`config.mk`:
```
export PLATFORM = sky130hd
export DESIGN_NAME = clk_div_ctrl_flat
export DESIGN_NICKNAME = d
export VERILOG_FILES = /design/src/rtl/clk_div_ctrl_if.sv /design/src/rtl/clk_div_ctrl.sv /design/src/flat_wrapper.sv
export SDC_FILE = /design/constraint.sdc
export NUM_CORES = 1
export LEC_CHECK = 0
export CORE_UTILIZATION = 30
export CTS_CLUSTER_DIAMETER = 30
export DETAILED_ROUTE_END_ITERATION = 8
export SYNTH_ARGS = -nofsm -noshare
export SYNTH_HDL_FRONTEND = slang
export SYNTH_SLANG_ARGS = --single-unit
```
`constraint.sdc`:
```
create_clock -name clk -period 6.21 [get_ports clk]
set_input_delay 1.863 -clock clk [delete_from_list [all_inputs] [get_ports clk]]
set_output_delay 1.863 -clock clk [all_outputs]
set_load 0.05 [all_outputs]
```
`src/rtl/clk_div_ctrl_if.sv`:
```
// clk_div_ctrl_if: control/status bundle for the programmable clock divider.
//   div      : requested divide ratio N (0 and 1 behave as 2)
//   mode     : 00 run, 01 halt, 10 step, 11 run
//   step_btn : raw asynchronous step push-button, active-high
//   clk_out  : registered divided clock
//   tick     : one-clk pulse in the cycle clk_out rises
//   running  : high while the period counter is advancing
//   tick_cnt : free-running, wrapping count of tick pulses
// master = board/CPU side driving the controls, slave = the divider.
interface clk_div_ctrl_if #(
    parameter int DIV_W  = 16,
    parameter int TCNT_W = 32
);
    logic [DIV_W-1:0]  div;
    logic [1:0]        mode;
    logic              step_btn;
    logic              clk_out;
    logic              tick;
    logic              running;
    logic [TCNT_W-1:0] tick_cnt;

    modport master (
        output div, mode, step_btn,
        input  clk_out, tick, running, tick_cnt
    );

    modport slave (
        input  div, mode, step_btn,
        output clk_out, tick, running, tick_cnt
    );
endinterface

```
`src/rtl/clk_div_ctrl.sv`:
```
// clk_div_ctrl: runtime-programmable clock divider with run/halt/single-step.
// Divides clk by N (clamped to >= 2). clk_out is low for floor(N/2) and high
// for ceil(N/2) cycles; tick pulses for one clk as clk_out goes 0->1.
// Ports:
//   clk   : system clock, rising edge
//   reset : asynchronous, active-high
//   bus   : clk_div_ctrl_if.slave (div, mode, step_btn in;
//           clk_out, tick, running, tick_cnt out)
// Interface DIV_W/TCNT_W must match the module parameters.
module clk_div_ctrl #(
    parameter int DIV_W       = 16,
    parameter int DEFAULT_DIV = 2,
    parameter int TCNT_W      = 32
) (
    input  logic          clk,
    input  logic          reset,
    clk_div_ctrl_if.slave bus
);

    typedef enum logic [1:0] {
        ST_RUN,
        ST_STOP,
        ST_STEP
    } state_t;

    localparam logic [DIV_W-1:0] N_MIN = DIV_W'(2);
    localparam logic [DIV_W-1:0] N_RST = (DEFAULT_DIV < 2) ? N_MIN : DIV_W'(DEFAULT_DIV);

    state_t            state;
    state_t            state_nxt;

    logic [DIV_W-1:0]  cnt;
    logic [DIV_W-1:0]  cnt_nxt;
    logic [DIV_W-1:0]  n_eff;
    logic [DIV_W-1:0]  half;
    logic [DIV_W-1:0]  div_clamped;
    logic              wrap;
    logic              advance;
    logic              mode_run;
    logic              mode_step;

    logic              clk_out_r;
    logic              tick_r;
    logic [TCNT_W-1:0] tick_cnt_r;

    logic              sync1;
    logic              sync2;
    logic              sync3;
    logic              step_pulse;

    // ------------------------------------------------------------------
    // Combinational helpers
    // ------------------------------------------------------------------
    always_comb begin
        mode_run    = (bus.mode == 2'b00) || (bus.mode == 2'b11);
        mode_step   = (bus.mode == 2'b10);
        advance     = (state != ST_STOP);
        half        = n_eff >> 1;
        wrap        = (cnt == n_eff - DIV_W'(1));
        cnt_nxt     = wrap ? '0 : cnt + DIV_W'(1);
        div_clamped = (bus.div < N_MIN) ? N_MIN : bus.div;
        // Rising edge of the synchronised button; a held button gives one pulse.
        step_pulse  = sync2 & ~sync3;
    end

    // ------------------------------------------------------------------
    // Step button: two-flop synchroniser plus edge-detect flop
    // ------------------------------------------------------------------
    always_ff @(posedge clk or posedge reset) begin
        if (reset) begin
            sync1 <= 1'b0;
            sync2 <= 1'b0;
            sync3 <= 1'b0;
        end else begin
            sync1 <= bus.step_btn;
            sync2 <= sync1;
            sync3 <= sync2;
        end
    end

    // ------------------------------------------------------------------
    // FSM state register
    // ------------------------------------------------------------------
    always_ff @(posedge clk or posedge reset) begin
        if (reset) begin
            state <= ST_RUN;
        end else begin
            state <= state_nxt;
        end
    end

    // ------------------------------------------------------------------
    // FSM next state. Leaving RUN or STEP only happens on the period
    // boundary, so a halt always parks at cnt=0 with clk_out low and a
    // step always completes a whole period. Button pulses outside STOP
    // are simply not looked at, hence never queued.
    // ------------------------------------------------------------------
    always_comb begin
        state_nxt = state;
        case (state)
            ST_RUN: begin
                if (!mode_run && wrap) begin
                    state_nxt = ST_STOP;
                end
            end
            ST_STOP: begin
                if (mode_run) begin
                    state_nxt = ST_RUN;
                end else if (mode_step && step_pulse) begin
                    state_nxt = ST_STEP;
                end
            end
            ST_STEP: begin
                if (wrap) begin
                    state_nxt = mode_run ? ST_RUN : ST_STOP;
                end
            end
            default: state_nxt = ST_RUN;
        endcase
    end

    // ------------------------------------------------------------------
    // Period counter and outputs. clk_out/tick are decoded from the
    // next count so they are registered yet line up with that count.
    // The ratio is only reloaded on the boundary edge, so a div change
    // can never shorten the period in flight.
    // ------------------------------------------------------------------
    always_ff @(posedge clk or posedge reset) begin
        if (reset) begin
            cnt        <= '0;
            n_eff      <= N_RST;
            clk_out_r  <= 1'b0;
            tick_r     <= 1'b0;
            tick_cnt_r <= '0;
        end else begin
            tick_r <= 1'b0;
            if (advance) begin
                cnt       <= cnt_nxt;
                clk_out_r <= (cnt_nxt >= half);
                tick_r    <= (cnt_nxt == half);
                if (cnt_nxt == half) begin
                    tick_cnt_r <= tick_cnt_r + TCNT_W'(1);
                end
                if (wrap) begin
                    n_eff <= div_clamped;
                end
            end
        end
    end

    assign bus.clk_out  = clk_out_r;
    assign bus.tick     = tick_r;
    assign bus.tick_cnt = tick_cnt_r;
    assign bus.running  = (state != ST_STOP);

endmodule

```
`src/flat_wrapper.sv`:
```
// flat-port wrapper written by rule: the top's interface ports become plain ports
module clk_div_ctrl_flat 
#(
    parameter int DIV_W       = 16,
    parameter int DEFAULT_DIV = 2,
    parameter int TCNT_W      = 32
)
  (clk, reset, bus_div, bus_mode, bus_step_btn, bus_clk_out, bus_tick, bus_running, bus_tick_cnt);
  clk_div_ctrl_if #(.DIV_W(DIV_W), .TCNT_W(TCNT_W)) bus_i ();
  input  logic clk;
  input  logic reset;
  input wire logic [$bits(bus_i.div)-1:0] bus_div;
  input wire logic [$bits(bus_i.mode)-1:0] bus_mode;
  input wire logic [$bits(bus_i.step_btn)-1:0] bus_step_btn;
  output wire logic [$bits(bus_i.clk_out)-1:0] bus_clk_out;
  output wire logic [$bits(bus_i.tick)-1:0] bus_tick;
  output wire logic [$bits(bus_i.running)-1:0] bus_running;
  output wire logic [$bits(bus_i.tick_cnt)-1:0] bus_tick_cnt;
  assign bus_i.div = bus_div;
  assign bus_i.mode = bus_mode;
  assign bus_i.step_btn = bus_step_btn;
  assign bus_clk_out = bus_i.clk_out;
  assign bus_tick = bus_i.tick;
  assign bus_running = bus_i.running;
  assign bus_tick_cnt = bus_i.tick_cnt;
  clk_div_ctrl #(.DIV_W(DIV_W), .DEFAULT_DIV(DEFAULT_DIV), .TCNT_W(TCNT_W)) u_core (.clk(clk), .reset(reset), .bus(bus_i));
endmodule
```
==> results by group, run 1 <==
Outcome
  – Status: completed

Logic synthesis
  – Seq/Total Area, Yosys: 40.7%
  – Synth top area share: 40.1%
  – Avg Inst Size Synth: 9.58 sq um
  – Top_reg_cell synth: dfrtp_1
  – Synth area leaders: dfrtp_1 (40%), xnor2_1 (10%), ha_1 (5.4%)
  – Number of synthesized flops with an enable pin: 0
  – Post-Synth XOR/XNOR Area: 13.2%
  – Cells after Synth: 456
  – Asr flop ratio synth: 100%
  – Synth Area in Simple Gates: 23.8%
  – Yosys cell types: 51
  – Adder-cell share of the synthesized area: 5.44%
  – Yosys warning total: 0
  – Biggest area consumer among synthesized cells: dfrtp_1
  – Post-Syn Nets: 496
  – Largest family of logic cells by synthesized area: simple AND/OR/NAND/NOR gates
  – #FFs+latches synth: 71
  – Synthesized cell area: 4370 sq um
  – Mux contribution to synthesized area: 5.50%
  – Synth Area in Compound Gates: 6.79%

Power
  – Flop pwr share: 42.3%
  – Clock power frac: 45.0%
  – Int Pwr: 0.926 mW
  – Part of the power in combinational logic: 12.7%
  – LEAKAGE: 2.25 nW
  – Pwr/cell area: 231 nW/um^2
  – Maximum vdd drop: 0.000127 V
  – Total power: 1.24 mW
  – Switching share of power: 25.6%
  – Switch Pwr: 0.319 mW

STA
  – Worst hold slack: 0.352 ns
  – Max Fclk: 181 MHz
  – Hold Fails Final Rpt: 0
  – Setup violators final: 0
  – Final period utilization: 89.1%
  – Fin. max-slew vios: 0
  – Setup TNS: 0 ns
  – RSZ-0062 raised after global routing: no
  – Slew @ Worst Pin: 0.833 ns
  – Worst Setup Slack, final: 0.678 ns
  – Worst Skew: 0.00755 ns
  – Final min period: 5.53 ns
  – Max-slew headroom: 44.2%

Placement
  – Port Buffers: 55
  – Setup WS pre-CTS: 0.756 ns
  – Gpl congestion: 0.845
  – Detailed Place HPWL: 7.74 mm
  – DP Area: 5070 sq um

Global route
  – Vias in the first global route: 3404
  – All-layer global routing usage: 14.7%
  – Largest net degree at the start of global routing: 41
  – First-pass GRT wire length: 17.2 mm
  – Global route overflow: 0
  – Initial antenna violation count: 0

Clocking
  – # resized after CTS: 0
  – Inserted Clock Buffers: 9
  – Max clock buf depth: 2
  – TritonCTS clock tree: done
  – Root buffer cell: clkbuf_16
  – Clock Latency Late Sink: 0.34 ns
  – H-tree depth: 3
  – Clock slew at reported path FFs: 0.06 ns
  – CTS sink count: 71
  – Setup Fix Bufs, Post-CTS: 0
  – Hold Buf Count CTS: 0

Job
  – Max Cap Viol: 0

Cells and area
  – Non-Filler Cell Area, Final: 5400 sq um
  – Syn-to-layout area delta: 23.6%
  – Share of layout cells above drive strength 1: 9.22%
  – N_diodes: 0
  – Filler instances: 1346
  – Commonest non-fill, non-tap cells in the layout: dfrtp_1 (70), clkdlybuf4s50_1 (55), xnor2_1 (50), nand2_1 (38), nor2_1 (34)
  – Nets: 546
  – Most common cell after layout, fill and taps aside: dfrtp_1

Min path
  – Worst Hold Class: reg -> reg

Worst setup path
  – Crit-path max FO: 31
  – Reg2Reg Setup Slack: 0.68 ns
  – Max stage delay on crit path: 0.59 ns
  – Setup CP Type: reg -> reg
  – Crit end category: flop
  – CP required: 6.46 ns
  – CP arrival: 5.79 ns
  – CP max stage cell: nor2_4
  – Startpoint Class: flop
  – CP Cell Sequence: inv_1, ha_1, nor4b_2, nand4_2, or4b_1, a21o_1, a22o_4, nor2_4, nor2_1, ha_1, nand4_1, nor3_1, nand3_1, inv_1, nand3_1, nor2_1, and3b_1, xor2_1

Floorplanning
  – Die width: 123 um
  – Die H: 123 um
  – Starting Density: 31.1%
  – IO Count: 56
  – Num rows: 43
  – Core area: 14000 sq um
  – Die area: 15000 sq um

Route
  – First DRT Iteration DRCs: 171
  – Vias post-DR: 3495
  – DRC viols: 0
  – Final WL: 10.3 mm
  – Final ANT Viol Nets: 0
  – Drt via density: 5.07
  – Drt pass-1 iters: 4
  – Routed length per instance: 15.0 um
-- worst max-delay path: cells and delay by family, from the launching register on --
kind,cells,cell delay [ns]
AOI/OAI and AO/OA,2,0.45
xor gates and xnor gates,1,0.16
adders and majority gates,2,0.53
buffers and inverters,2,0.17
DFF,1,0.41
and+or+nand+nor,11,3.71
-- stage by stage --
step / util [%] / cells
floorplan: - / 456
global placement: 36.1 / 675
detailed placement: 36.1 / 675
CTS: 38.4 / 690
global route: 38.4 / 690
finish: 38.4 / 690
-- final cells by class --
type                    instances  area, sq um  share of cell area [%]
inverters                      30          113                    2.09
flip-flops and latches         71         1780                    32.9
repair buffers                 57          566                    10.5
clock inverters                 5         82.6                    1.53
clock buffers                  10          239                    4.43
well taps                     180          225                    4.17
multi-input cells             337         2390                    44.4
-- path summary, 6_finish.rpt --
kind | from | end | cells after the start
setup / recovery | u_core.n_eff[0] | u_core.bus.tick_cnt[21] | 18
hold / removal | u_core.sync1 | u_core.sync2 | 0
setup reg to reg | u_core.n_eff[0] | u_core.bus.tick_cnt[21] | 18
hold reg to reg | u_core.sync1 | u_core.sync2 | 0
max in group asynchronous | reset | u_core.cnt[3] | 3
min in group asynchronous | reset | u_core.bus.tick_cnt[0] | 2
-- sequential cells by signal, indices dropped and copies added (netlist names) --
name                 count
u_core.bus.tick          1
u_core.sync2             1
u_core.sync3             1
u_core.state             2
u_core.bus.tick_cnt     32
u_core.cnt              16
u_core.sync1             1
u_core.bus.clk_out       1
u_core.n_eff            16
-- power by group through the flow --
stage	clock [mW]	combinational [mW]	sequential, mW
after global routing	0.592	0.181	0.531
after detailed placement	0	0.159	0.532
after floorplan	0	0.123	0.517
final	0.560	0.159	0.527
after CTS	0.569	0.160	0.526
after global placement	0	0.154	0.532
-- kinds of logic after synthesis --
logic type                 after synthesis
and+or+nand+nor                        192
DFF                                     71
xor gates and xnor gates                66
buffers and inverters                   48
AOI/OAI and AO/OA                       41
muxes                                   19
adders and majority gates               19
-- cells in the mapped netlist, types with 2 or more instances --
library cell / number
and4_1: 2
xor2_1: 16
a21oi_1: 6
nor4b_2: 3
and2_1: 2
and3_1: 8
nand3b_1: 2
nor2b_1: 6
or2_2: 2
nor4_1: 10
ha_1: 19
nor3_1: 17
nand2b_1: 2
inv_1: 29
a31oi_1: 2
a21o_1: 5
nand2_1: 38
and3b_1: 2
xnor2_1: 50
clkbuf_1: 10
mux2i_1: 3
buf_2: 5
or3_1: 4
mux2_4: 8
a2111oi_0: 2
nor2_1: 34
mux2_2: 8
o31ai_1: 13
nand3_1: 32
o21ai_0: 7
nand4_1: 20
dfrtp_1: 70
-- routing by layer --
| metal | track usage, % | wire length, um | vias to the layer above |
|---|---|---|---|
| met2 | 22.5 | 4730 | 78 |
| met3 | 2.14 | 335 | 14 |
| met5 | 0 | 0 | - |
| li1 | - | - | 1702 |
| met1 | 20.6 | 5090 | 1701 |
| met4 | 6.25 | 175 | 0 |
Power figures use the tool's default switching activity.
==> inputs of run 2 (changes only) <==
--- a/config.mk
+++ b/config.mk
@@ -5,9 +5,13 @@
 export SDC_FILE = /design/constraint.sdc
 export NUM_CORES = 1
 export LEC_CHECK = 0
+export CELL_PAD_IN_SITES_DETAIL_PLACEMENT = 1
+export CELL_PAD_IN_SITES_GLOBAL_PLACEMENT = 1
 export CORE_UTILIZATION = 30
-export CTS_CLUSTER_DIAMETER = 30
+export CTS_CLUSTER_DIAMETER = 60
 export DETAILED_ROUTE_END_ITERATION = 8
+export PLACE_DENSITY_LB_ADDON = 0.1
+export SKIP_LAST_GASP = 1
 export SYNTH_ARGS = -nofsm -noshare
 export SYNTH_HDL_FRONTEND = slang
 export SYNTH_SLANG_ARGS = --single-unit
==> run 2 against run 1 <==
Against the previous run:
- utilization is 0.36 points higher
- first-iteration DRC count down 36%
- sequential power about the same
- sequential cell count stayed put
- combinational power rose by 5%
==> results by group, run 2 (synthesis gave the netlist of run 1 again) <==
Outcome
  – Status: completed

Clocking
  – Setup Fix Bufs, Post-CTS: 0 (unchanged)
  – Max clock buf depth: 2 (unchanged)
  – Inserted Clock Buffers: 9 (unchanged)
  – TritonCTS clock tree: done
  – # resized after CTS: 0 (unchanged)
  – Hold Buf Count CTS: 0 (unchanged)
  – Clock slew at reported path FFs: 0.06 ns (about the same)
  – Clock Latency Late Sink: 0.35 ns (about the same)
  – Root buffer cell: clkbuf_16
  – H-tree depth: 3 (unchanged)
  – CTS sink count: 71 (unchanged)

Route
  – Metal3 WL: 437 um (+30%)
  – Drt pass-1 iters: 4 (unchanged)
  – Vias post-DR: 3496 (+0.029%)
  – M1 WL: 5.88 mm (+16%)
  – Drt via density: 5.04 (-0.40%)
  – DRC viols: 0 (unchanged)
  – Routed length per instance: 18.1 um (+21%)
  – Met2 wire len: 5.98 mm (+27%)
  – First DRT Iteration DRCs: 110 (-36%)
  – Final WL: 12.5 mm (+21%)
  – Final ANT Viol Nets: 0 (unchanged)
  – Highest Signal Layer: met4

Power
  – Switching share of power: 25.6% (about the same)
  – Switch Pwr: 0.338 mW (+5.9%)
  – Maximum vdd drop: 0.000114 V (-9.8%)
  – Clock power frac: 47.5% (+2.5 points)
  – Part of the power in combinational logic: 12.7% (about the same)
  – Total power: 1.32 mW (+5.8%)
  – Pwr/cell area: 242 nW/um^2 (+4.9%)
  – Int Pwr: 0.980 mW (+5.8%)
  – Flop pwr share: 39.8% (-2.5 points)
  – LEAKAGE: 2.28 nW (+1.2%)

STA
  – Setup TNS: 0 ns (unchanged)
  – Setup violators final: 0 (unchanged)
  – Worst hold slack: 0.356 ns (+0.00412 ns)
  – Final period utilization: 83.8% (-5.3 points)
  – Final min period: 5.21 ns (-0.327 ns)
  – Max-slew headroom: 37.6% (-6.6 points)
  – Slew @ Worst Pin: 0.935 ns (+0.101 ns)
  – Fin. max-slew vios: 0 (unchanged)
  – Hold Fails Final Rpt: 0 (unchanged)
  – Worst Skew: 0.00643 ns (-0.00113 ns)
  – RSZ-0062 raised after global routing: no
  – Worst Setup Slack, final: 1.00 ns (+0.327 ns)
  – Max Fclk: 192 MHz (+6.3%)

Cells and area
  – Commonest non-fill, non-tap cells in the layout: dfrtp_1 (70), clkdlybuf4s50_1 (55), xnor2_1 (50), nand2_1 (38), nor2_1 (34)
  – Nets: 548 (+0.37%)
  – Filler instances: 1621 (+20%)
  – Max FFs per register: 32 (unchanged)
  – Final Util: 38.8% (+0.36 points)
  – Most common cell after layout, fill and taps aside: dfrtp_1
  – Non-Filler Cell Area, Final: 5450 sq um (+0.93%)
  – Post-Layout Cell Count: 693 (+0.43%)
  – N_diodes: 0 (unchanged)
  – Share of layout cells above drive strength 1: 9.75% (+0.53 points)
  – Syn-to-layout area delta: 24.7%

Global route
  – All-layer global routing usage: 18.7% (+4.0 points)
  – Largest net degree at the start of global routing: 43 (+4.9%)
  – First-pass GRT wire length: 21.2 mm (+23%)
  – Global route overflow: 0 (unchanged)
  – Vias in the first global route: 3996 (+17%)
  – Initial antenna violation count: 0 (unchanged)

Job
  – Max Cap Viol: 0 (unchanged)

Floorplanning
  – Num rows: 43 (unchanged)
  – Core area: 14000 sq um (unchanged)
  – Die H: 123 um (unchanged)
  – Starting Density: 31.1% (unchanged)
  – Die area: 15000 sq um (unchanged)
  – Die width: 123 um (unchanged)
  – IO Count: 56 (unchanged)

Worst setup path
  – Crit end category: flop
  – CP arrival: 5.48 ns (-0.31 ns)
  – Startpoint Class: flop
  – CP startpoint: u_core.n_eff[1]
  – CP required: 6.48 ns (+0.02 ns)
  – Setup CP Type: reg -> reg
  – Reg2reg start: u_core.n_eff[1]
  – Crit-path max FO: 17 (-45%)

Min path
  – Worst Hold Class: reg -> reg
  – Worst hold path startpoint: u_core.sync1

Placement
  – Gpl congestion: 0.813 (-3.8%)
  – DP Area: 5090 sq um (+0.30%)
  – Dpl cells: 677 (+0.30%)
  – Detailed Place HPWL: 9.22 mm (+19%)
  – Setup WS pre-CTS: 0.936 ns (+0.180 ns)
  – Port Buffers: 55 (unchanged)
[run 2: per-layer routing]
| layer | vias to the layer above | GRT usage, % |
|---|---|---|
| met5 | - | 0 |
| met4 | 0 | 6.33 |
| met3 | 14 | 4.55 |
| met2 | 51 | 31.1 |
| met1 | 1737 | 23.6 |
| li1 | 1694 | - |
[run 2: power groups by stage]
stage | clock network [mW] | registers, mW | logic, mW
final | 0.626 | 0.525 | 0.167
after global routing | 0.662 | 0.530 | 0.190
after CTS | 0.642 | 0.524 | 0.168
after detailed placement | 0 | 0.533 | 0.166
after global placement | 0 | 0.532 | 0.163
after floorplan | 0 | 0.517 | 0.123
[run 2: worst paths after layout]
path	slack (ns)	depth (start not counted)	end
max	1.00	19	u_core.bus.tick_cnt[21]
min	0.36	0	u_core.sync2
max reg2reg	1.00	19	u_core.bus.tick_cnt[21]
min reg2reg	0.36	0	u_core.sync2
max in group asynchronous	3.20	3	u_core.n_eff[9]
min in group asynchronous	2.05	2	u_core.bus.tick_cnt[24]
[run 2: cell type report]
type | instances | area, sq um | area share, %
clock inverters | 5 | 104 | 1.91
multi-input cells | 337 | 2390 | 43.9
clock buffers | 11 | 253 | 4.64
well taps | 180 | 225 | 4.14
inverters | 30 | 113 | 2.07
repair buffers | 59 | 581 | 10.7
flip-flops and latches | 71 | 1780 | 32.6
[run 2: critical path, stage by stage, from the launching register on]
cell and delay (ns):
dfstp_2 0.57, inv_1 0.07, ha_1 0.22, nor2b_1 0.19
or3_1 0.37, a311o_1 0.36, nor4_1 0.26, nand4_1 0.33
nor2_4 0.17, buf_4 0.23, nor2_1 0.08, ha_1 0.31
nand4_1 0.10, nor3_1 0.31, nand3_1 0.12, inv_1 0.08
nand3_1 0.46, nor2_1 0.49, and3b_1 0.24, xor2_1 0.15
==> inputs of run 3 (changes only) <==
==> constraint.sdc (replaced) <==
create_clock -name clk -period 5.1 [get_ports clk]
set_input_delay 1.53 -clock clk [delete_from_list [all_inputs] [get_ports clk]]
set_output_delay 1.53 -clock clk [all_outputs]
set_load 0.05 [all_outputs]
==> run 3 against run 2 <==
Against the previous run:
- non-clock buffer count grew 9
- global-route usage is essentially flat
- clock power grew 19%
- sequential share of layout area shrank 0.38 points
- clock-buffer cell count shrank 1
- critical path type unchanged
- via count grew 0.63%
==> results by group, run 3 (synthesis gave the netlist of run 1 again) <==
STA
  – Final period utilization: 92.2% (+8.4 points)
  – Max-slew headroom: 53.5% (+16 points)
  – Fin. max-slew vios: 0 (unchanged)
  – RSZ-0062 raised after global routing: no
  – Max Fclk: 213 MHz (+11%)
  – Final min period: 4.70 ns (-0.500 ns)
  – Setup TNS: 0 ns (unchanged)
  – Worst hold slack: 0.384 ns (+0.0276 ns)
  – Slew @ Worst Pin: 0.692 ns (-0.243 ns)
  – Setup violators final: 0 (unchanged)
  – Worst Skew: 0.00885 ns (+0.00242 ns)
  – Hold Fails Final Rpt: 0 (unchanged)

Route
  – First DRT Iteration DRCs: 123 (+12%)
  – Drt pass-1 iters: 4 (unchanged)
  – Final WL: 12.9 mm (+2.7%)
  – Final ANT Viol Nets: 0 (unchanged)
  – Vias post-DR: 3518 (+0.63%)
  – Routed length per instance: 18.3 um (+1.6%)
  – Drt via density: 5.02 (-0.52%)
  – DRC viols: 0 (unchanged)

Placement
  – Gpl congestion: 0.853 (+4.9%)
  – Detailed Place HPWL: 9.76 mm (+5.9%)
  – Port Buffers: 55 (unchanged)

Clocking
  – Root buffer cell: clkbuf_16
  – Hold Buf Count CTS: 0 (unchanged)
  – Max clock buf depth: 2 (unchanged)
  – Clock slew at reported path FFs: 0.06 ns (about the same)
  – CTS sink count: 71 (unchanged)
  – Setup Fix Bufs, Post-CTS: 0 (unchanged)
  – Clock Latency Late Sink: 0.35 ns (about the same)
  – Inserted Clock Buffers: 9 (unchanged)
  – TritonCTS clock tree: done
  – H-tree depth: 3 (unchanged)

Cells and area
  – Nets: 557 (+1.6%)
  – Max FFs per register: 32 (unchanged)
  – Commonest non-fill, non-tap cells in the layout: dfrtp_1 (70), clkdlybuf4s50_1 (55), xnor2_1 (50), nand2_1 (38)
  – Share of layout cells above drive strength 1: 11.7% (+2.0 points)
  – N_diodes: 0 (unchanged)
  – Syn-to-layout area delta: 26.2%
  – Most common cell after layout, fill and taps aside: dfrtp_1

Power
  – Part of the power in combinational logic: 13.0% (+0.3 points)
  – Pwr/cell area: 289 nW/um^2 (+20%)
  – Switching share of power: 26.0% (+0.36 points)
  – Maximum vdd drop: 0.000163 V (+42%)
  – Int Pwr: 1.18 mW (+20%)
  – Clock power frac: 46.8% (-0.7 points)
  – Switch Pwr: 0.414 mW (+23%)
  – Total power: 1.59 mW (+21%)
  – Flop pwr share: 40.2% (+0.4 points)
  – LEAKAGE: 2.31 nW (+1.4%)

Min path
  – Worst Hold Class: reg -> reg

Outcome
  – Status: completed

Worst setup path
  – Crit-path max FO: 17 (unchanged)
  – Startpoint Class: flop
  – Max stage delay on crit path: 0.56 ns (about the same)
  – CP required: 5.33 ns (-1.15 ns)
  – CP arrival: 4.93 ns (-0.55 ns)
  – Number of buffer and inverter stages on the critical path: 4 (+1)
  – Crit end category: flop
  – Top Family by Delay on Critical Path: simple AND/OR/NAND/NOR gates
  – Setup CP Type: reg -> reg
  – CP max stage cell: dfstp_2
  – CP Cell Sequence: inv_1, ha_1, nor2b_2, or3_1, a311o_1, nor4_1, nand4_1, nor2_4, buf_4, nor2_1, ha_1, nand4_1, nor2_1, nand3_1, inv_1, nand3_1, buf_4, nor4_1, nand2_1, xnor2_1

Floorplanning
  – Die area: 15000 sq um (unchanged)
  – Num rows: 43 (unchanged)
  – IO Count: 56 (unchanged)
  – Core area: 14000 sq um (unchanged)
  – Die width: 123 um (unchanged)
  – Die H: 123 um (unchanged)
  – Starting Density: 31.1% (unchanged)

Job
  – Max Cap Viol: 0 (unchanged)

Global route
  – Global route overflow: 0 (unchanged)
  – First-pass GRT wire length: 21.0 mm (-0.75%)
  – All-layer global routing usage: 18.7% (about the same)
  – Largest net degree at the start of global routing: 34 (-21%)
  – Vias in the first global route: 3903 (-2.3%)
  – Initial antenna violation count: 0 (unchanged)
## run 3: cell count changes in the layout (fill, tap and decap cells not counted)
cell,before,now
nor2b_2,1,2
clkinv_2,1,0
clkinvlp_4,0,1
buf_4,4,13
nor2_2,0,2
nor2b_1,5,4
clkbuf_8,2,1
nor2_1,34,32
## run 3: cell type report
cell class	instances	area, sq um
Clock buffer	10	239
Clock inverter	5	106
Fill cell	1578	8530
Inverter	30	113
Multi-Input combinational cell	337	2400
Sequential cell	71	1780
Tap cell	180	225
Timing Repair Buffer	68	648
## run 3: worst reg2reg max path, delay by kind of cell, from the launching register on
kind / cells / cell delay [ns]
adders and majority gates: 2 / 0.51
buffers and inverters: 4 / 0.56
and+or+nand+nor: 12 / 2.44
DFF: 1 / 0.56
AOI/OAI and AO/OA: 1 / 0.35
xor gates and xnor gates: 1 / 0.15
## run 3: timing repair
action | CTS | global route
endpoints found under the hold margin | 0 | 0
resized for setup | 0 | 3
setup endpoints to repair | 0 | 10
## run 3: power by group through the flow
stage | Sequential (mW) | Combinational (mW) | Clock [mW]
6_report | 0.641 | 0.207 | 0.746
5_1_grt | 0.647 | 0.232 | 0.785
4_1_cts | 0.641 | 0.209 | 0.766
3_5_place_dp | 0.651 | 0.207 | 0
3_3_place_gp | 0.652 | 0.202 | 0
2_1_floorplan | 0.629 | 0.150 | 0
## run 3: final timing paths
path                            startpoint                       to  slack (ns)  depth (start not counted)
max                        u_core.n_eff[1]  u_core.bus.tick_cnt[28]        0.40                         20
min                           u_core.sync1             u_core.sync2        0.38                          0
max reg2reg                u_core.n_eff[1]  u_core.bus.tick_cnt[28]        0.40                         20
min reg2reg                   u_core.sync1             u_core.sync2        0.38                          0
max in group asynchronous            reset           u_core.cnt[11]        2.71                          3
min in group asynchronous            reset             u_core.sync1        1.58                          2
## run 3: metrics by stage
| stage | std cells | worst slack [ns] | instance area [sq um] | util, % |
|---|---|---|---|---|
| 6_report | 701 | 0.395 | 5510 | 39.2 |
| 5_1_grt | 701 | 0.0144 | 5510 | 39.2 |
| 4_1_cts | 701 | 0.216 | 5500 | 39.2 |
| 3_5_place_dp | 686 | 0.236 | 5160 | 36.7 |
| 3_3_place_gp | 686 | 0.324 | 5160 | 36.7 |
| 2_1_floorplan | 456 | 0.689 | 4370 | - |
## run 3: layer usage
layer	GRT usage, %	vias up	wire, um
li1	-	1709	-
met4	7.77	0	259
met3	3.07	18	353
met5	0	-	0
met2	32.1	54	6390
met1	23.1	1737	5850
